<file path="config.mk">
export PLATFORM = sky130hd
export DESIGN_NAME = perm_arb
export DESIGN_NICKNAME = d
export VERILOG_FILES = /design/src/rtl/perm_arb.sv
export SDC_FILE = /design/constraint.sdc
export NUM_CORES = 1
export LEC_CHECK = 0
export CORE_AREA = 2 2 472 474
export DETAILED_ROUTE_END_ITERATION = 12
export DIE_AREA = 0 0 474 476
export PLACE_DENSITY_LB_ADDON = 0.1
export SETUP_SLACK_MARGIN = 0.5
export SYNTH_ARGS = -nofsm -noshare
export SYNTH_HDL_FRONTEND = slang
export SYNTH_SLANG_ARGS = --single-unit
</file>
<file path="constraint.sdc">
create_clock -name clk -period 5.3 [get_ports clk]
set_clock_uncertainty 0.2 [all_clocks]
set_input_delay 0.795 -clock clk [delete_from_list [all_inputs] [get_ports clk]]
set_output_delay 0.795 -clock clk [all_outputs]
set_load 0.03 [all_outputs]
</file>
<file path="src/rtl/perm_arb.sv">
// perm_arb: arbitrates 8-beat blocks from two requesters into one permutation engine and routes results back by tag.
module perm_arb #(
  parameter int DEPTH = 4
) (
  input  logic         clk,
  input  logic         reset,
  input  logic         r0_pushin,
  input  logic [2:0]   r0_dix,
  input  logic [199:0] r0_din,
  input  logic         r1_pushin,
  input  logic [2:0]   r1_dix,
  input  logic [199:0] r1_din,
  output logic         r0_stall,
  output logic         r1_stall,
  output logic         p_pushin,
  output logic [2:0]   p_dix,
  output logic [199:0] p_din,
  input  logic         p_pushout,
  input  logic [2:0]   p_doutix,
  input  logic [199:0] p_dout,
  output logic         r0_pushout,
  output logic         r1_pushout,
  output logic [2:0]   r0_doutix,
  output logic [2:0]   r1_doutix,
  output logic [199:0] r0_dout,
  output logic [199:0] r1_dout,
  output logic         err
);
  localparam int AW = $clog2(DEPTH);
  typedef enum logic {IDLE, BURST} state_t;
  state_t r_state, w_state;
  logic [2:0] r_cnt, w_cnt, w_dix;
  logic r_gnt, w_gnt, r_rr, w_rr;
  logic [DEPTH-1:0] r_tag;
  logic [AW-1:0] r_wp, r_rp;
  logic [AW:0] r_count;
  logic w_full, w_empty, w_c0, w_c1, w_acc0, w_acc1, w_acc;
  logic w_push, w_fwd, w_sel, w_bad, w_hit, w_head, w_pop;
  assign w_full = r_count == (AW+1)'(DEPTH);
  assign w_empty = r_count == '0;
  assign w_c0 = r0_pushin && r0_dix == 3'd0;
  assign w_c1 = r1_pushin && r1_dix == 3'd0;
  // a block start is held off when every tag slot is taken; otherwise only the lock or a lost tie stalls
  assign r0_stall = reset || (r0_pushin && ((w_c0 && w_full) || (r_state == IDLE ? w_c0 && w_c1 && r_rr : r_gnt)));
  assign r1_stall = reset || (r1_pushin && ((w_c1 && w_full) || (r_state == IDLE ? w_c0 && w_c1 && !r_rr : !r_gnt)));
  assign w_acc0 = r0_pushin && !r0_stall;
  assign w_acc1 = r1_pushin && !r1_stall;
  assign w_acc = r_gnt ? w_acc1 : w_acc0;
  assign w_dix = r_gnt ? r1_dix : r0_dix;
  assign w_hit = p_pushout && !w_empty;
  assign w_head = r_tag[r_rp];
  assign w_pop = w_hit && p_doutix == 3'd7;
  always_comb begin
    w_state = r_state;
    w_cnt = r_cnt;
    w_gnt = r_gnt;
    w_rr = r_rr;
    w_push = 1'b0;
    w_fwd = 1'b0;
    w_sel = r_gnt;
    w_bad = 1'b0;
    if (r_state == IDLE) begin
      w_push = (w_acc0 && w_c0) || (w_acc1 && w_c1);
      w_sel = !(w_acc0 && w_c0);
      w_bad = (w_acc0 && !w_c0) || (w_acc1 && !w_c1);
      w_fwd = w_push;
      if (w_push) begin
        w_state = BURST;
        w_cnt = 3'd1;
        w_gnt = w_sel;
        w_rr = !w_sel;
      end
    end else if (w_acc) begin
      w_fwd = w_dix == r_cnt;
      w_bad = !w_fwd;
      if (w_fwd) begin
        w_cnt = r_cnt + 3'd1;
        w_state = r_cnt == 3'd7 ? IDLE : BURST;
      end
    end
  end
  always_ff @(posedge clk) begin
    if (reset) begin
      r_state <= IDLE;
      r_cnt <= '0;
      r_gnt <= 1'b0;
      r_rr <= 1'b0;
      r_tag <= '0;
      r_wp <= '0;
      r_rp <= '0;
      r_count <= '0;
      err <= 1'b0;
      p_pushin <= 1'b0;
      p_dix <= '0;
      p_din <= '0;
      r0_pushout <= 1'b0;
      r1_pushout <= 1'b0;
      r0_doutix <= '0;
      r1_doutix <= '0;
      r0_dout <= '0;
      r1_dout <= '0;
    end else begin
      r_state <= w_state;
      r_cnt <= w_cnt;
      r_gnt <= w_gnt;
      r_rr <= w_rr;
      if (w_push) begin
        r_tag[r_wp] <= w_sel;
        r_wp <= r_wp + 1'b1;
      end
      if (w_pop) r_rp <= r_rp + 1'b1;
      r_count <= r_count + (AW+1)'(w_push) - (AW+1)'(w_pop);
      err <= err || w_bad || (p_pushout && w_empty);
      p_pushin <= w_fwd;
      if (w_fwd) begin
        p_dix <= w_sel ? r1_dix : r0_dix;
        p_din <= w_sel ? r1_din : r0_din;
      end
      r0_pushout <= w_hit && !w_head;
      r1_pushout <= w_hit && w_head;
      if (w_hit && !w_head) begin
        r0_doutix <= p_doutix;
        r0_dout <= p_dout;
      end
      if (w_hit && w_head) begin
        r1_doutix <= p_doutix;
        r1_dout <= p_dout;
      end
    end
  end
endmodule

</file>
# --- Yosys cells after proc, flatten, opt, wreduce, memory -nomap -nowiden ---
# Index checks and enable logic that the tools add are counted.
totals:
  mem_bits_rw: 0
  memories: 0
  rom_bits: 0
  output_inout_bits: 615
  latchBits: 0
  input_bits: 614
  register_bits: 630
classes:
  mux: 26
  shifts: 0
  magnitude_cmp: 3
  n_reduce_logical: 45
  bitwise_logic: 1
  n_addsub: 5
  multipliers: 0
  div: 0
  n_eq_ne: 6
ops:
  columns: ["cell", "n"]
  rows:
  - ["$mux W200", 1]
  - ["$logic_and A1 B1 Y1", 21]
  - ["$mux W3", 6]
  - ["$mux W1", 16]
  - ["$logic_not A1 Y1", 10]
  - ["$eq A3 B3 Y1 const B", 3]
  - ["$logic_not A3 Y1", 3]
  - ["$logic_or A1 B1 Y1", 8]
  - ["$lt A2 B3 Y1 const B", 2]
  - ["$add A2 B1 Y2 const B", 2]
  - ["$bwmux W4", 1]
  - ["$ne A2 B1 Y1 const B", 2]
  - ["$add A3 B1 Y3", 1]
  - ["$add A3 B1 Y3 const B", 1]
  - ["$eq A3 B3 Y1", 1]
  - ["$reduce_and A3 Y1", 1]
  - ["$sub A3 B1 Y3", 1]
  - ["$bmux W1 S2", 1]
  - ["$demux W1 S2", 1]
  - ["$ge A2 B1 Y1 const B", 1]
  - ["$reduce_and A2 Y1", 1]
  - ["$reduce_bool A2 Y1", 1]
  - ["$not A1 Y1", 1]

# --- Depth between registers and ports, before layout ---
# Gate-level depths: netlist (run 1).
depth:
  word_depth: 15
  ltp_mapped: 11
  depth_no_buf: 11

# --- Worst setup path after synthesis (run 1) ---
# OpenSTA, ideal clock, no wires.
synth_path:
  kind: "in2reg"
  from: "input r1_dix[0]"
  to: "register r_count[2]"
  cell_stages: 11
  n_path_buf: 0
  setup_slack_ns: 1.716
  arrival_time_ns: 3.257
  cell_sequence: "or4b_1 a2111oi_4 inv_1 ha_1 inv_1 ha_1 inv_1 fa_1 xor2_1 xnor2_1 nor2_1"
synth_via:
  elab_chain_cells: 15
  word_cells_on_any_way: 24
  classes_between: "add/sub: 2; mux: 3; reduce/logical: 19"
synth_lines:
  columns: ["item", "line_no", "text"]
  rows:
  - ["start: declaration", "11", "input logic [2:0] r1_dix,"]
  - ["$logic_not A3 Y1 *", "42", "assign w_c1 = r1_pushin && r1_dix == 3'd0;"]
  - ["$logic_and A1 B1 Y1 *", "42", null]
  - ["$logic_and A1 B1 Y1", "44, 45", null]
  - ["$logic_and A1 B1 Y1 (on tied branches)", "44, 45", null]
  - ["$mux W1 (on tied branches)", "44, 45", null]
  - ["$logic_or A1 B1 Y1 (on tied branches)", "44, 45", null]
  - ["$logic_and A1 B1 Y1 (on tied branches)", "44, 45", null]
  - ["$logic_or A1 B1 Y1 (on tied branches)", "44, 45", null]
  - ["$logic_not A1 Y1 (on tied branches)", "46, 47", null]
  - ["$logic_and A1 B1 Y1 (on tied branches)", "46, 47", null]
  - ["$logic_and A1 B1 Y1", "63", "w_push = (w_acc0 && w_c0) || (w_acc1 && w_c1);"]
  - ["$logic_or A1 B1 Y1 *", "63", null]
  - ["$mux W1 *", "62", "if (r_state == IDLE) begin"]
  - ["$add A3 B1 Y3 *", "112", "r_count <= r_count + (AW+1)'(w_push) - (AW+1)'(w_pop);"]
  - ["$sub A3 B1 Y3 *", "112", null]
  - ["end signal: assignment", "112", null]
  - ["end: declaration", "36", "logic [AW:0] r_count;"]
# Every way passes the cells marked *; elsewhere a longest branch is shown, timed or not.
# A chain may end at the register's enable or synchronous reset.

# --- Worst setup path in the final report (run 1) ---
layout_path:
  from: "input r0_dix[2]"
  to: "output r1_stall"
layout_via:
  elab_chain_cells: 8
layout_lines:
  columns: ["item", "line_no", "text"]
  rows:
  - ["start: declaration", "8", "input logic [2:0] r0_dix,"]
  - ["$logic_not A3 Y1", "41", "assign w_c0 = r0_pushin && r0_dix == 3'd0;"]
  - ["$logic_and A1 B1 Y1", "41", null]
  - ["$logic_and A1 B1 Y1 (2 in a row)", "45", "assign r1_stall = reset || (r1_pushin && ((w_c1 && w_full) || (r_state == IDLE ? w_c0 && w_c1 && !r_rr : !r_gn ..."]
  - ["$mux W1", "45", null]
  - ["$logic_or A1 B1 Y1", "45", null]
  - ["$logic_and A1 B1 Y1", "45", null]
  - ["$logic_or A1 B1 Y1", "45", null]
  - ["end: declaration", "14", "output logic r1_stall,"]
# Every way passes these cells.

==> flow_summary_export.csv, run 1 <==
group,metric,value,unit
power_and_ir_drop,cellLeakagePower,13.9,nW
synthesis,yosysWarnings,0,
timing,period_needed,4.41,ns
timing,max_freq,227,MHz
clock_tree,post_cts_repair_resize_count,0,
critical_path,crit-reg2reg-capture,"r_count[2]",
grt,grt_first_pass_wirelength,219,mm
critical_path,critPathRequiredTime,4.30,ns
layout,layout-drive-gt1-share,5.15,%
clock_tree,ctsHtreeMaxLevel,3,
clock_tree,worst_skew_pair.late_latency,0.71,ns
clock_tree,post_cts.repair.setup_buffers,0,
clock_tree,tritoncts_num_sinks,630,
route,routed_wl,166,mm
floorplan,chipHeight,476,um
layout,final_nets,4571,
layout,finish.cell_count_without_fillers,7014,
timing,final_critical_path_setup_slack,0.887,ns
timing,timing.setup.tns,0,ns
timing,timing.final.crit_share,83.3,%
min_path,worst_hold_startpoint,"reset",
timing,worst_pin_slew,1.15,ns
grt,antenna_found_initial,66,
clock_tree,clkTransAtPathRegs,0.05,ns
place,place_inst,6827,
floorplan,initial_utilization,11.2,%
power_and_ir_drop,ir_drop,0.256,mV
timing,setup-violations-final,0,
synthesis,netlist_area,24800,um^2
critical_path,critical_path.reg2reg.startpoint,"r_count[1]",
critical_path,timing.critical_path.to_type,"output port",
synthesis,synthesis.instances,2778,
floorplan,die-width,474,um
timing,worst_hold_slack,0.239,ns
synthesis,part_of_the_yosys_area_used_for_sequential_elements,50.9,%
min_path,terminating_pin_of_the_worst_hold_path,"r_rp[0]",
clock_tree,clock_tree_root_buffer_cell,"sky130_fd_sc_hd__clkbuf_16",
layout,top_library_cells_by_usage_in_the_layout_fill_and_taps_aside,"1,227 x sky130_fd_sc_hd__clkdlybuf4s50_1, 822 x sky130_fd_sc_hd__nand2_1, 630 x sky130_fd_sc_hd__dfxtp_1",
synthesis,synth_ff_type,"sky130_fd_sc_hd__dfxtp_1",
critical_path,wp_data_arrival,3.42,ns
route,drt_first_pass_iters,4,
place,place.gp.congestion,0.817,
synthesis,post-synth-top-area-fraction,50.9,%
status,outcome,"finished, final reports clean",
synthesis,yosys.cell_types.count,45,
floorplan,floorplan.io_pins,1229,
synthesis,yosys-top-cells-area,"sky130_fd_sc_hd__dfxtp_1 51%, sky130_fd_sc_hd__mux2i_1 16%, sky130_fd_sc_hd__nand2_1 12%, sky130_fd_sc_hd__a21oi_1 8.3%, sky130_fd_sc_hd__nand2b_1 5.1%",
run,cap_violations,0,
place,io_buffers,1228,
min_path,min_delay_path_depth,2,
place,detailed_place_hpwl,128,mm
timing,finalHoldViolCount,0,
place,pre_cts_ws,0.615,ns
floorplan,die-area,226000,um^2
grt,total_congestion_overflow_after_global_routing,0,
synthesis,synth_seq_cells,630,
layout,final_common_cell,"sky130_fd_sc_hd__clkdlybuf4s50_1",
route,vias,23827,
grt,grt_pass1_vias,24406,
layout,layout-area-overhead-vs-synth,76.3,%
floorplan,core_region_area,221000,um^2
floorplan,rows,173,
clock_tree,cts-root-to-sink-buffers,3,
timing,timing.slew.headroom,22.5,%
synthesis,number_of_flops_mapped_to_enable_cells_by_yosys,0,
critical_path,rrSetupSlack,1.95,ns
route,drt_iter0_drc,973,
critical_path,cell_depth_of_the_worst_flop_to_flop_path,10,
timing,grt_setup_unrepaired,"no",
layout,utilization,19.8,%
route,drt.antenna.violating_nets,0,
critical_path,critical_path.startpoint_type,"input port",
route,detail_route.drc_violations,0,
clock_tree,post_cts_hold_buffer_count,0,
synthesis,synth_area_leader_cell,"sky130_fd_sc_hd__dfxtp_1",
clock_tree,cts_buffers,94,
synthesis,postSynthAreaPerCell,8.93,um^2
timing,timing_max_transition_violations_final,0,
grt,grt_max_degree,167,
min_path,hold_path_class,"input port to flip-flop",
synthesis,number_of_nets_in_the_synthesized_netlist,3401,
critical_path,path_class,"input port to output port",
clock_tree,tritoncts,"done",
power_and_ir_drop,p_per_area,298,nW/um^2
synthesis,async_flop_share,0,%
critical_path,worst-path-max-fanout,4,
grt,grt_usage,14.0,%
route,vias_per_cell,3.40,
route,average_wire_length_per_cell_after_detail_routing,23.6,um
-- how the worst max path moves through the flow --
stage / startpoint / end / slack, ns / depth (start not counted)
2_1_floorplan: r1_dix[0] / r_count[2] / 1.72 / 11
4_1_cts: r0_dix[1] / r1_stall / 0.83 / 7
6_report: r0_dix[2] / r1_stall / 0.89 / 7
5_1_grt: r0_dix[2] / r1_stall / 0.75 / 7
3_5_place_dp: r1_pushin / r_count[2] / 0.61 / 12
3_3_place_gp: r1_pushin / r_count[2] / 0.43 / 12
-- area by class of cell --
cell class	instances	area, um^2
Antenna cell	16	40.0
Clock buffer	147	2790
Clock inverter	24	259
Fill cell	24552	177000
Inverter	9	33.8
Multi-Input combinational cell	1931	11200
Sequential cell	630	12600
Tap cell	2975	3720
Timing Repair Buffer	1282	13000
-- critical path, cell delays in order --
cell                              delay, ns
sky130_fd_sc_hd__clkdlybuf4s50_1       0.50
sky130_fd_sc_hd__or4b_1                0.72
sky130_fd_sc_hd__nor3_1                0.28
sky130_fd_sc_hd__o21ai_0               0.12
sky130_fd_sc_hd__nand2_1               0.12
sky130_fd_sc_hd__a21o_1                0.12
sky130_fd_sc_hd__clkdlybuf4s50_1       0.74
-- Yosys cell counts, types with 2 or more instances --
library cell and count:
sky130_fd_sc_hd__nand4_1 2, sky130_fd_sc_hd__xnor2_1 6, sky130_fd_sc_hd__mux2i_1 406, sky130_fd_sc_hd__and3_1 2
sky130_fd_sc_hd__o21bai_1 2, sky130_fd_sc_hd__nor3_1 6, sky130_fd_sc_hd__ha_1 8, sky130_fd_sc_hd__o31ai_1 2
sky130_fd_sc_hd__o21ai_0 4, sky130_fd_sc_hd__inv_1 9, sky130_fd_sc_hd__buf_2 23, sky130_fd_sc_hd__a211o_1 2
sky130_fd_sc_hd__buf_6 19, sky130_fd_sc_hd__nor2_1 18, sky130_fd_sc_hd__a221oi_1 2, sky130_fd_sc_hd__a2bb2oi_1 2
sky130_fd_sc_hd__dfxtp_1 630, sky130_fd_sc_hd__a21oi_1 412, sky130_fd_sc_hd__xor2_1 2, sky130_fd_sc_hd__nor2b_1 2
sky130_fd_sc_hd__or4b_1 2, sky130_fd_sc_hd__clkbuf_1 150, sky130_fd_sc_hd__buf_4 4, sky130_fd_sc_hd__a211oi_1 6
sky130_fd_sc_hd__nand2_1 822, sky130_fd_sc_hd__nand2b_1 204, sky130_fd_sc_hd__buf_1 12, sky130_fd_sc_hd__a21o_1 2
-- sequential cells by signal, indices dropped and copies added, names as in the netlist --
| register | count |
|---|---|
| r_state | 1 |
| p_dix | 3 |
| r1_pushout | 1 |
| r_tag | 4 |
| r0_dout | 200 |
| r_rp | 2 |
| p_pushin | 1 |
| p_din | 200 |
| r_rr | 1 |
| r_wp | 2 |
| err | 1 |
| r_count | 3 |
| r_cnt | 3 |
| r1_dout | 200 |
| r0_doutix | 3 |
| r1_doutix | 3 |
| r_gnt | 1 |
| r0_pushout | 1 |
-- routing by layer --
layer  GRT usage (%)  share of wire (%)  up-vias
met5               0               0.16        -
met1            16.0                 40    11114
met3            6.96                 11      197
li1                -                  -    11552
met4            2.84                1.9       42
met2            23.5                 47      922
-- report_power, final --
group | total [W] | switching [W] | internal, W
registers | 0.00495 | 0.0000784 | 0.00487
clock network | 0.00634 | 0.00263 | 0.00372
logic | 0.00174 | 0.000897 | 0.000842
-- per-stage QoR --
| stage | total power, W | area [um^2] |
|---|---|---|
| floorplan | 0.00574 | 24800 |
| global placement | 0.00683 | 40600 |
| detailed placement | 0.00683 | 40600 |
| CTS | 0.0134 | 43700 |
| global route | 0.0136 | 43700 |
| finish | 0.0130 | 43700 |
-- kinds of logic after synthesis --
| logic type | synth area share, % |
|---|---|
| xor gates and xnor gates | 0.283 |
| AOI/OAI and AO/OA | 9.22 |
| muxes | 16.5 |
| buffers and inverters | 4.04 |
| adders and majority gates | 0.484 |
| and+or+nand+nor | 18.6 |
| DFF | 50.9 |
(Power assumes the default switching activity.)
==> run 2: changes to the inputs <==
- CORE_AREA: 2 2 472 474 -> 2 2 485 487
- DIE_AREA: 0 0 474 476 -> 0 0 487 489
- clock period: 5.3 -> 3.7 ns (I/O delays scaled with it)
==> run 2 against run 1 <==
Effect of this change:
- flip-flop and latch count stayed put
- critical path type is now input port to flip-flop
- clock power is 48% higher
- via count is 1.6% higher
- global-route usage is 0.44 points lower
- cell count is 1.9% higher
- die area is 5.5% higher
- critical path depth is 6 higher
- sequential power is 43% higher
- largest cell class unchanged
==> flow_summary_export.csv, run 2 (synthesized netlist as in run 1, its figures left out) <==
group,metric,value,unit
status,outcome,"finished, final reports clean",
min_path,hold_path_class,"input port to flip-flop",
route,average_wire_length_per_cell_after_detail_routing,23.6,um
clock_tree,cts_buffers,96,
critical_path,crit_family,"buffers and inverters",
clock_tree,worst_skew_pair.late_latency,0.73,ns
layout,reg_top3,"p_din (200), r0_dout (200), r1_dout (200)",
min_path,min_delay_path_depth,3,
route,vias,24204,
critical_path,path_class,"input port to flip-flop",
grt,total_congestion_overflow_after_global_routing,0,
critical_path,cell_depth_of_the_worst_flop_to_flop_path,6,
critical_path,critical_path_cell_with_the_highest_stage_delay,"sky130_fd_sc_hd__or4b_4",
place,pre_cts_ws,-0.102,ns
layout,utilization,19.0,%
critical_path,critical_path.reg2reg.startpoint,"r_gnt",
timing,max_freq,318,MHz
place,place.gp.congestion,0.827,
critical_path,rrSetupSlack,0.87,ns
route,vias_per_cell,3.39,
min_path,terminating_pin_of_the_worst_hold_path,"r0_dout[167]",
timing,grt_setup_unrepaired,"yes",
route,drt_iter0_drc,939,
floorplan,initial_utilization,10.6,%
critical_path,worst-path-max-fanout,2,
floorplan,floorplan.io_pins,1229,
grt,grt_first_pass_wirelength,223,mm
floorplan,core_region_area,234000,um^2
clock_tree,cts-root-to-sink-buffers,3,
layout,fillerInstances,25829,
clock_tree,clkTransAtPathRegs,0.05,ns
grt,grt_max_degree,188,
floorplan,die-area,238000,um^2
grt,grt_usage,13.6,%
critical_path,max_stage_delay,0.59,ns
grt,antenna_found_initial,70,
timing,finalHoldViolCount,0,
layout,finish.cell_count_without_fillers,7145,
place,dpl_cell_area,41100,um^2
timing,worst_pin_slew,1.21,ns
critical_path,critPathBufInv,5,
timing,timing_max_transition_violations_final,0,
place,place_inst,6953,
floorplan,rows,178,
floorplan,chipHeight,489,um
route,drt.antenna.violating_nets,0,
power_and_ir_drop,ir_drop,0.328,mV
timing,period_needed,3.14,ns
grt,grt_pass1_vias,24809,
layout,post-route-cell-area,44300,um^2
critical_path,critical_path.most_common_cell,"sky130_fd_sc_hd__inv_1",
timing,final_critical_path_setup_slack,0.555,ns
clock_tree,ctsHtreeMaxLevel,3,
clock_tree,tritoncts,"done",
critical_path,crit_path_cell_trace,"clkdlybuf4s50_1, or4b_4, buf_4, a2111oi_4, inv_1, ha_1, inv_1, ha_1, inv_1, fa_2, xor2_1, xnor2_1, nor2_1",
layout,final_nets,4616,
run,cap_violations,0,
critical_path,wp_data_arrival,3.53,ns
critical_path,critPathRequiredTime,4.09,ns
critical_path,crit-reg2reg-capture,"p_din[79]",
layout,top_library_cells_by_usage_in_the_layout_fill_and_taps_aside,"1,225 x sky130_fd_sc_hd__clkdlybuf4s50_1, 822 x sky130_fd_sc_hd__nand2_1, 629 x sky130_fd_sc_hd__dfxtp_1",
power_and_ir_drop,p_per_area,430,nW/um^2
timing,timing.final.crit_share,85.0,%
min_path,worst_hold_startpoint,"p_dout[167]",
layout,layout-drive-gt1-share,6.49,%
route,routed_wl,169,mm
place,io_buffers,1228,
route,drt_first_pass_iters,5,
layout,final_common_cell,"sky130_fd_sc_hd__clkdlybuf4s50_1",
critical_path,critical_path.startpoint_type,"input port",
layout,layout-area-overhead-vs-synth,78.6,%
route,detail_route.drc_violations,0,
timing,timing.slew.headroom,19.6,%
clock_tree,tritoncts_num_sinks,630,
critical_path,timing.critical_path.to_type,"flip-flop",
place,detailed_place_hpwl,131,mm
power_and_ir_drop,cellLeakagePower,14.2,nW
timing,setup-violations-final,0,
timing,worst_hold_slack,0.203,ns
clock_tree,clock_tree_root_buffer_cell,"sky130_fd_sc_hd__clkbuf_16",
floorplan,die-width,487,um
run 2: stage by stage:
| step | setup TNS [ns] | total power, W |
|---|---|---|
| 2_1_floorplan | 0 | 0.00822 |
| 3_3_place_gp | -0.206 | 0.00983 |
| 3_5_place_dp | -0.102 | 0.00983 |
| 4_1_cts | 0 | 0.0196 |
| 5_1_grt | 0 | 0.0199 |
| 6_report | 0 | 0.0190 |
run 2: worst max-delay path by stage:
stage	from	endpoint	slack, ns	cells past startpoint
after CTS	r0_dix[1]	r1_stall	0.51	8
after global placement	r1_dix[1]	r_count[2]	-0.21	12
after floorplan	r0_dix[0]	r_count[2]	0.48	11
after global routing	r0_dix[2]	r_count[2]	0.46	13
after detailed placement	r1_dix[1]	r_count[2]	-0.10	12
final	r0_dix[2]	r_count[2]	0.56	13
run 2: power by group:
part           switching, W  internal (W)  leakage (nW)  total, W
Sequential         0.000112       0.00698          5.09   0.00709
Clock               0.00382       0.00560          1.55   0.00941
Combinational       0.00131       0.00123          7.53   0.00254
Total               0.00524        0.0138          14.2    0.0190
run 2: routing by layer:
layer	GRT usage (%)	wire [um]	vias up
met1	15.5	68300	11370
met2	23.0	79700	902
met5	0	241	-
met4	2.62	3160	40
li1	-	-	11673
met3	6.50	17300	219
run 2: area by class of cell:
cell class	instances	area, um^2	area share (%)
Antenna cell	15	37.5	0.0847
Clock buffer	147	2830	6.38
Clock inverter	28	334	0.754
Inverter	9	33.8	0.0763
Multi-Input combinational cell	1931	11300	25.4
Sequential cell	630	12600	28.5
Tap cell	3060	3830	8.64
Timing Repair Buffer	1325	13400	30.2
run 2: tightest hold or removal path, stage by stage:
cell and delay, ns:
sky130_fd_sc_hd__clkdlybuf4s50_1 0.41, sky130_fd_sc_hd__nand2_1 0.06, sky130_fd_sc_hd__a21oi_1 0.05
run 2: what timing repair did:
| item | CTS | global route |
|---|---|---|
| hold buffers | 1 | 0 |
| setup endpoints to repair | 2 | 2 |
| hold endpoints to repair | 26 | 0 |
| pin swaps | 2 | 3 |
| resized for setup | 5 | 2 |
| gates cloned | 0 | 0 |
| buffers inserted | 0 | 1 |
==> run 3: changes to the inputs <==
- clock period: 3.7 -> 2.8 ns (I/O delays scaled with it)
==> run 3 against run 2 <==
Effect of this change:
- power grew 34%
- cell count grew 3.6%
- design area grew 8.6%
- die area is the same
- flip-flop and latch count is the same
- via count grew 4.9%
- highest routed layer unchanged
==> flow_summary_export.csv, run 3 (synthesized netlist as in run 1, its figures left out) <==
group,metric,value,unit
power_and_ir_drop,ir_drop,0.406,mV
clock_tree,ctsHtreeMaxLevel,3,
clock_tree,clock_tree_root_buffer_cell,"sky130_fd_sc_hd__clkbuf_16",
critical_path,timing.critical_path.to_type,"flip-flop",
route,average_wire_length_per_cell_after_detail_routing,23.9,um
clock_tree,clkTransAtPathRegs,0.06,ns
layout,footprint_of_the_multi_input_gates,11600,um^2
clock_tree,tritoncts_num_sinks,630,
power_and_ir_drop,clock_power_share,48.0,%
critical_path,crit_path_cell_trace,"dlygate4sd2_1, buf_6, or4b_4, a2111oi_4, inv_1, ha_1, inv_1, ha_2, inv_2, fa_2, xor2_1, xnor2_1, nor2_1",
layout,fillerInstances,25621,
layout,reg_top3,"p_din (200), r0_dout (200), r1_dout (200)",
place,detailed_place_hpwl,137,mm
layout,register_area,12600,um^2
place,place_inst,7041,
grt,grt_usage,14.1,%
floorplan,rows,178,
timing,finalHoldViolCount,0,
grt,grt_max_degree,168,
route,detail_route.drc_violations,0,
place,dpl_cell_area,41900,um^2
route,drt_iter0_drc,1128,
critical_path,path_class,"input port to flip-flop",
run,cap_violations,0,
clock_tree,worst_skew_pair.late_latency,0.72,ns
route,routed_wl,177,mm
grt,grt_first_pass_wirelength,232,mm
power_and_ir_drop,sequential_group_share_of_total_power,36.6,%
power_and_ir_drop,switchingPower,0.00712,W
min_path,hold_path_class,"input port to flip-flop",
timing,worst_pin_slew,1.11,ns
route,drt_first_pass_iters,5,
route,drt.antenna.violating_nets,0,
timing,max_freq,360,MHz
power_and_ir_drop,cellLeakagePower,16.1,nW
critical_path,critical_path.most_common_cell,"sky130_fd_sc_hd__inv_1",
place,pre_cts_ws,-0.955,ns
clock_tree,cts-root-to-sink-buffers,3,
floorplan,core_region_area,234000,um^2
timing,timing.slew.headroom,26.1,%
floorplan,die-area,238000,um^2
floorplan,die-width,487,um
layout,layout-area-overhead-vs-synth,94.0,%
critical_path,critical_path.startpoint_type,"input port",
critical_path,max_stage_delay,0.52,ns
grt,grt_pass1_vias,25982,
grt,antenna_found_initial,73,
layout,utilization,20.6,%
status,outcome,"finished, final reports clean",
timing,timing.final.crit_share,99.3,%
layout,top_library_cells_by_usage_in_the_layout_fill_and_taps_aside,"1,141 x sky130_fd_sc_hd__clkdlybuf4s50_1, 822 x sky130_fd_sc_hd__nand2_1, 622 x sky130_fd_sc_hd__dfxtp_1",
layout,final_common_cell,"sky130_fd_sc_hd__clkdlybuf4s50_1",
layout,finish.cell_count_without_fillers,7400,
critical_path,critPathRequiredTime,3.19,ns
layout,final_nets,4870,
route,vias,25386,
floorplan,floorplan.io_pins,1229,
critical_path,worst-path-max-fanout,2,
power_and_ir_drop,power_switching_share,27.9,%
grt,total_congestion_overflow_after_global_routing,0,
power_and_ir_drop,power.internal,0.0184,W
timing,final_critical_path_setup_slack,0.0206,ns
timing,grt_setup_unrepaired,"yes",
floorplan,initial_utilization,10.6,%
layout,post-route-cell-area,48100,um^2
place,io_buffers,1228,
timing,timing.setup.tns,0,ns
power_and_ir_drop,p_per_area,531,nW/um^2
timing,timing_max_transition_violations_final,0,
clock_tree,tritoncts,"done",
timing,setup-violations-final,0,
timing,period_needed,2.78,ns
critical_path,wp_data_arrival,3.17,ns
critical_path,critical_path_cell_with_the_highest_stage_delay,"sky130_fd_sc_hd__or4b_4",
clock_tree,cts_buffers,92,
layout,layout-drive-gt1-share,12.1,%
power_and_ir_drop,share_comb_of_total_power,15.4,%
floorplan,chipHeight,489,um
route,vias_per_cell,3.43,
place,place.gp.congestion,0.835,
[run 3: power groups by stage]
stage	Sequential (W)	Combinational [W]	Clock [W]
4_1_cts	0.00936	0.00394	0.0130
2_1_floorplan	0.0100	0.000868	0
5_1_grt	0.00939	0.00414	0.0132
3_3_place_gp	0.00955	0.00355	0
3_5_place_dp	0.00955	0.00354	0
6_report	0.00936	0.00392	0.0123
[run 3: final timing paths]
check,start,end,slack (ns),cells after the start
worst min-delay path,r0_dix[1],p_dix[1],0.08,4
worst min register to register,r1_dout[61],r1_dout[61],0.25,2
worst max-delay path,r0_pushin,r_count[2],0.02,13
worst max register to register,r_count[1],p_din[76],0.02,11
[run 3: critical path: cells and delay by family]
family	cells	cell delay [ns]
fa+ha+maj	3	0.81
xor+xnor	2	0.32
simple gates	2	0.57
compound gates	1	0.38
buf+inv	5	0.66
[run 3: layout make-up]
type                       instances  area share (%)
timing repair buffer            1583            35.0
sequential                       630            26.3
multi-input combinational       1931            24.2
tap                             3060            7.96
clock buffer                     146            5.77
clock inverter                    21           0.694
antenna                           20           0.104
inverter                           9          0.0702
[run 3: repair_timing]
item                                    CTS  global route
endpoints found under the hold margin   179             1
resized for setup                       315            65
setup endpoints to repair              1059          1157
cloned                                   25             3
pin swaps                                 8             9
hold buffers                             97             1
setup buffers                            37             9
[run 3: stage by stage]
stage | hold WS, ns | power, W
after global routing | 0.0339 | 0.0267
after detailed placement | 0.246 | 0.0131
after floorplan | 0.265 | 0.0109
final | 0.0844 | 0.0255
after global placement | 0.242 | 0.0131
after CTS | 0.000313 | 0.0263
[run 3: per-layer routing]
metal / track usage (%) / routed length, um / vias to the layer above / part of all wire (%)
met5: 0 / 254 / - / 0.14
met4: 3.67 / 3960 / 38 / 2.2
met3: 5.87 / 16500 / 224 / 9.3
met2: 23.4 / 82500 / 969 / 47
met1: 16.8 / 73600 / 11966 / 42
li1: - / - / 12189 / -
==> variant 1 (settings of run 2) <==
`DEPTH`: 4 -> 8.
--- a/src/rtl/perm_arb.sv
+++ b/src/rtl/perm_arb.sv
@@ -1,6 +1,6 @@
 // perm_arb: arbitrates 8-beat blocks from two requesters into one permutation engine and routes results back by tag.
 module perm_arb #(
-  parameter int DEPTH = 4
+  parameter int DEPTH = 8
 ) (
   input  logic         clk,
   input  logic         reset,
Check against the original RTL: not settled (the Yosys comparison gave no result); the edit may change what the design does.
==> variant 1 against run 2 <==
Design area shrank 0.15%. Synthesized cell count grew 3.1%. First-iteration DRC count grew 6.8%. Sequential cell count grew 7. Setup slack gained 0.094 ns. Register-to-register slack lost 0.22 ns. Die area is the same. Cell count grew 0.91%. Area after synthesis shrank 0.71%. Largest cell class unchanged. Core utilization is essentially flat. Wire length shrank 0.31%.
Power is not compared: it rests on default switching activity, and its combinational part moved more than twofold at a synthesized area within 25%.
==> variant 1: results (changes against run 2) <==
status completed; final hold vios 0 (unchanged); Yosys warnings 0 (unchanged); launch instance of the worst register-to-register path r_count[2]; Max H-tree Level 3 (unchanged); launch instance of the worst min-delay path reset; dominant register cell in the synthesized netlist sky130_fd_sc_hd__dfxtp_1; number of different library cells in the post-synthesis netlist 57 (+27%); drt initial violations 1003 (+6.8%); largest cells by area after synthesis sky130_fd_sc_hd__dfxtp_1, sky130_fd_sc_hd__nand2_1, sky130_fd_sc_hd__a21oi_1; critical-path maximum fanout 3 (+1); # nets final 4687 (+1.5%); portion of the post-synthesis area used by sequential elements 0.518 (+0.00931); number of nets in the synthesized netlist 3490 (+2.6%); cell count after placement 7023 (+1.0%); Num CTS Buffers 93 (-3.1%); via count of the first global-routing pass 26239 (+5.8%); Worst-path clk slew 0.06 ns; global-route track usage on met2 0.220 (-0.00996); CTS root buf sky130_fd_sc_hd__clkbuf_16; first-pass iteration count of the detailed router 5 (unchanged); cell with the largest stage delay on the worst path sky130_fd_sc_hd__fa_2; global-route wire length before repair 226 mm (+1.1%); Relative slew margins 0.245 (+0.0492); detailed-route wire length 168 mm (-0.31%); biggest registers after layout p_din (200), r0_dout (200), r1_dout (200); top post-synthesis cells by count sky130_fd_sc_hd__nand2_1, sky130_fd_sc_hd__dfxtp_1, sky130_fd_sc_hd__a21oi_1; Post-DP Area 0.0411 mm2 (about the same); DP Wirelength 125 mm (-4.5%); last weighted congestion value of the routability-driven placer 0.807 (-2.4%); non-filler cells in the finished layout 7210 (+0.91%); IR drop worst, VDD around 360 uV; number of vias per cell 3.53 (+4.4%); Async SR Flop Fraction 0 (unchanged); met1 usage 0.157 (+0.00126); maximum clock insertion buffer count 3 (unchanged); delay contributed by the slowest stage of the critical path 0.51 ns (-0.08 ns); global-route usage over all layers 0.135 (-0.00130); worst hold path type input pin to flip-flop; Syn Inst Count 2865 (+3.1%); met3 global-route usage 0.0601 (-0.00491); Arrival @ worst endpoint 3.43 ns (-0.10 ns); cell type group with the largest total delay on the critical path adder cells; initial antenna violation count 78 (+11%); pin count of the biggest net entering global routing 178 (-5.3%); cell leakage power 15.0 nW; clock latency on the worst-skew pair 0.71 ns (-0.02 ns); share of cells above drive strength 1 0.0709 (+0.00608); count of buffers from port buffering 1228 (unchanged); startpoint type of the worst setup path flip-flop
==> variant 1: cell types whose count changed after synthesis, moves of 7 or more <==
cell,change
sky130_fd_sc_hd__a21oi_1,+204
sky130_fd_sc_hd__buf_2,+22
sky130_fd_sc_hd__clkbuf_1,+22
sky130_fd_sc_hd__dfxtp_1,+7
sky130_fd_sc_hd__mux2i_1,-196
sky130_fd_sc_hd__nand2_1,+10
sky130_fd_sc_hd__nand2b_1,-203
sky130_fd_sc_hd__o31ai_1,+198
==> variant 1: through the flow <==
stage / worst slack (ns) / utilization
2_1_floorplan: 0.512 / -
3_3_place_gp: 0.0655 / 0.176
3_5_place_dp: 0.0255 / 0.176
4_1_cts: 0.527 / 0.189
5_1_grt: 0.495 / 0.189
6_report: 0.649 / 0.189
==> variant 1: area by class of cell <==
cell class	count	area, um2
Antenna cell	20	50.0
Clock buffer	142	2720
Clock inverter	21	317
Fill cell	25976	189000
Inverter	11	56.3
Multi-Input combinational cell	1962	10700
Sequential cell	637	12800
Tap cell	3060	3830
Timing Repair Buffer	1357	13800
==> variant 1: power by group <==
part           internal (mW)  leakage, nW  total [mW]  switching [mW]
Combinational           2.46         8.33        6.08            3.63
Sequential              7.48         5.15        7.80           0.322
Clock                   5.34         1.48        9.12            3.78
Total                   15.3         15.0        23.0            7.73
==> variant 1: what timing repair did <==
action	in CTS	in global routing
hold buffers	1	0
pin swaps	0	0
resized for setup	1	3
endpoints found under the hold margin	3	0
cloned	0	1
setup endpoints to repair	2	33
setup buffers	2	0
==> variant 1: kinds of logic after synthesis <==
kind of cell | count (synthesis) | share of synthesized area
adders and majority gates | 11 | 0.00589
AOI/OAI and AO/OA | 846 | 0.196
muxes | 213 | 0.0877
buffers and inverters | 266 | 0.0486
DFF | 637 | 0.518
and+or+nand+nor | 884 | 0.141
xor gates and xnor gates | 8 | 0.00285
==> variant 1: worst paths after layout <==
| kind | to | slack (ns) | depth (start not counted) |
|---|---|---|---|
| hold reg to reg | r1_dout[196] | 0.25 | 2 |
| setup / recovery | r_count[1] | 0.65 | 15 |
| hold / removal | p_din[124] | 0.09 | 4 |
| setup reg to reg | r_count[1] | 0.65 | 15 |
==> variant 1: tightest hold or removal path: cells and delay by family <==
kind / cells / cell delay [ns]
AOI/OAI and AO/OA: 2 / 0.13
buffers and inverters: 2 / 0.26
==> variant 1: layer usage <==
metal	share of wire	up-vias
met3	0.095	242
li1	-	12254
met2	0.46	919
met4	0.031	54
met5	0.0020	-
met1	0.41	12018
==> variant 2 (settings of run 2) <==
Made on the original files. Register the output `err` once more, cleared by the reset; this adds one clock of latency there. The other outputs are not delayed to match.
--- a/src/rtl/perm_arb.sv
+++ b/src/rtl/perm_arb.sv
@@ -28,6 +28,8 @@
 );
   localparam int AW = $clog2(DEPTH);
   typedef enum logic {IDLE, BURST} state_t;
+
+  logic err_s0;
   state_t r_state, w_state;
   logic [2:0] r_cnt, w_cnt, w_dix;
   logic r_gnt, w_gnt, r_rr, w_rr;
@@ -89,7 +91,7 @@
       r_wp <= '0;
       r_rp <= '0;
       r_count <= '0;
-      err <= 1'b0;
+      err_s0 <= 1'b0;
       p_pushin <= 1'b0;
       p_dix <= '0;
       p_din <= '0;
@@ -110,7 +112,7 @@
       end
       if (w_pop) r_rp <= r_rp + 1'b1;
       r_count <= r_count + (AW+1)'(w_push) - (AW+1)'(w_pop);
-      err <= err || w_bad || (p_pushout && w_empty);
+      err_s0 <= err_s0 || w_bad || (p_pushout && w_empty);
       p_pushin <= w_fwd;
       if (w_fwd) begin
         p_dix <= w_sel ? r1_dix : r0_dix;
@@ -128,5 +130,13 @@
       end
     end
   end
+  always_ff @(posedge clk) begin
+    if (reset) begin
+      err <= '0;
+    end else begin
+      err <= err_s0;
+    end
+  end
+
 endmodule
 
Formal check against the unedited RTL: not equivalent (a bounded check fails within 4 cycles, from zero or initial values and one cycle with reset high).
==> variant 2 against run 2 <==
Area after synthesis grew 0.11%. Sequential share of layout area grew 0.097 points. Synthesized cell count is essentially flat. Setup slack gained 0.090 ns. Core utilization is essentially flat. Design area shrank 0.18%. Wire length shrank 0.19%. Total power shrank 0.93%. Sequential cell count grew 1. Largest cell class unchanged. Highest routed layer unchanged.
==> variant 2: results (changes against run 2) <==
FF-to-FF End p_din[104]; cell with the largest stage delay on the worst path sky130_fd_sc_hd__clkdlybuf4s50_1; count of multi-input gates 1932 (+0.052%); post-route met1 wirelength 64.3 mm (-5.9%); Seq area share 0.286 (+0.000970); via count of the first global-routing pass 25181 (+1.5%); # nets final 4609 (-0.15%); DP Wirelength 130 mm (-1.0%); worst setup slack for register-to-register paths 0.89 ns (+0.02 ns); sequential cell count 631 (+0.16%); global-route usage over all layers 0.136 (about the same); Arrival @ worst endpoint 2.30 ns (-1.23 ns); initial antenna violation count 77 (+10%); Critical Path Start r1_dix[1]; routed length per placed instance 23.6 um (about the same); Num CTS Buffers 95 (-1.0%); number of antenna cells inserted 16 (+1); DR WL met2 81.7 mm (+2.5%); status completed; met1 usage 0.146 (-0.00963); Fillers 25957 (+0.50%); non-clock buffer total of the final layout 1317 (-0.60%); endpoint of the most critical setup path r0_stall; portion of the post-synthesis area used by sequential elements 0.509 (about the same); growth of design area from synthesis to finish 78.1%; number of nets in the synthesized netlist 3403 (+0.059%); clock network area share 0.0699 (-0.00140); synthesized area divided by synthesized cell count 8.93 um2 (about the same); worst hold margin 0.116 ns (-0.0871 ns); worst slack, placed 0.0339 ns (+0.135 ns); met3 global-route usage 0.0662 (+0.00113); Hold EP p_dix[2]; launch instance of the worst register-to-register path r_count[1]; share of cells above drive strength 1 0.0599 (-0.00494); cell leakage power 14.1 nW (-0.23%); largest cells by area after synthesis sky130_fd_sc_hd__dfxtp_1, sky130_fd_sc_hd__mux2i_1, sky130_fd_sc_hd__nand2_1
-- variant 2: changes by cell type after synthesis --
cell,before,now
sky130_fd_sc_hd__clkbuf_1,150,157
sky130_fd_sc_hd__buf_1,12,5
sky130_fd_sc_hd__nor2b_1,2,3
sky130_fd_sc_hd__dfxtp_1,630,631
-- variant 2: logic make-up (layout without fill, tap and decap cells) --
group	Yosys count	after routing	synth area share
flip-flops	631	631	0.509
adder cells (fa/ha/maj)	9	9	0.00484
multiplexers	407	407	0.165
XOR/XNOR	8	8	0.00282
AND/OR/NAND/NOR	1069	1069	0.186
other	0	16	0
buffers and inverters	217	1492	0.0403
AO/OA/AOI/OAI	439	439	0.0921
-- variant 2: repair_timing --
action                                 4_1_cts  5_1_grt
gates resized for setup                      3        7
setup endpoints to repair                    2        1
endpoints found under the hold margin       11        0
pin swaps                                    2        5
hold buffers                                 2        0
buffers inserted                             1        0
-- variant 2: power by group --
part	internal (mW)	switching (mW)
clock network	5.42	3.84
registers	6.99	0.109
logic	1.23	1.28
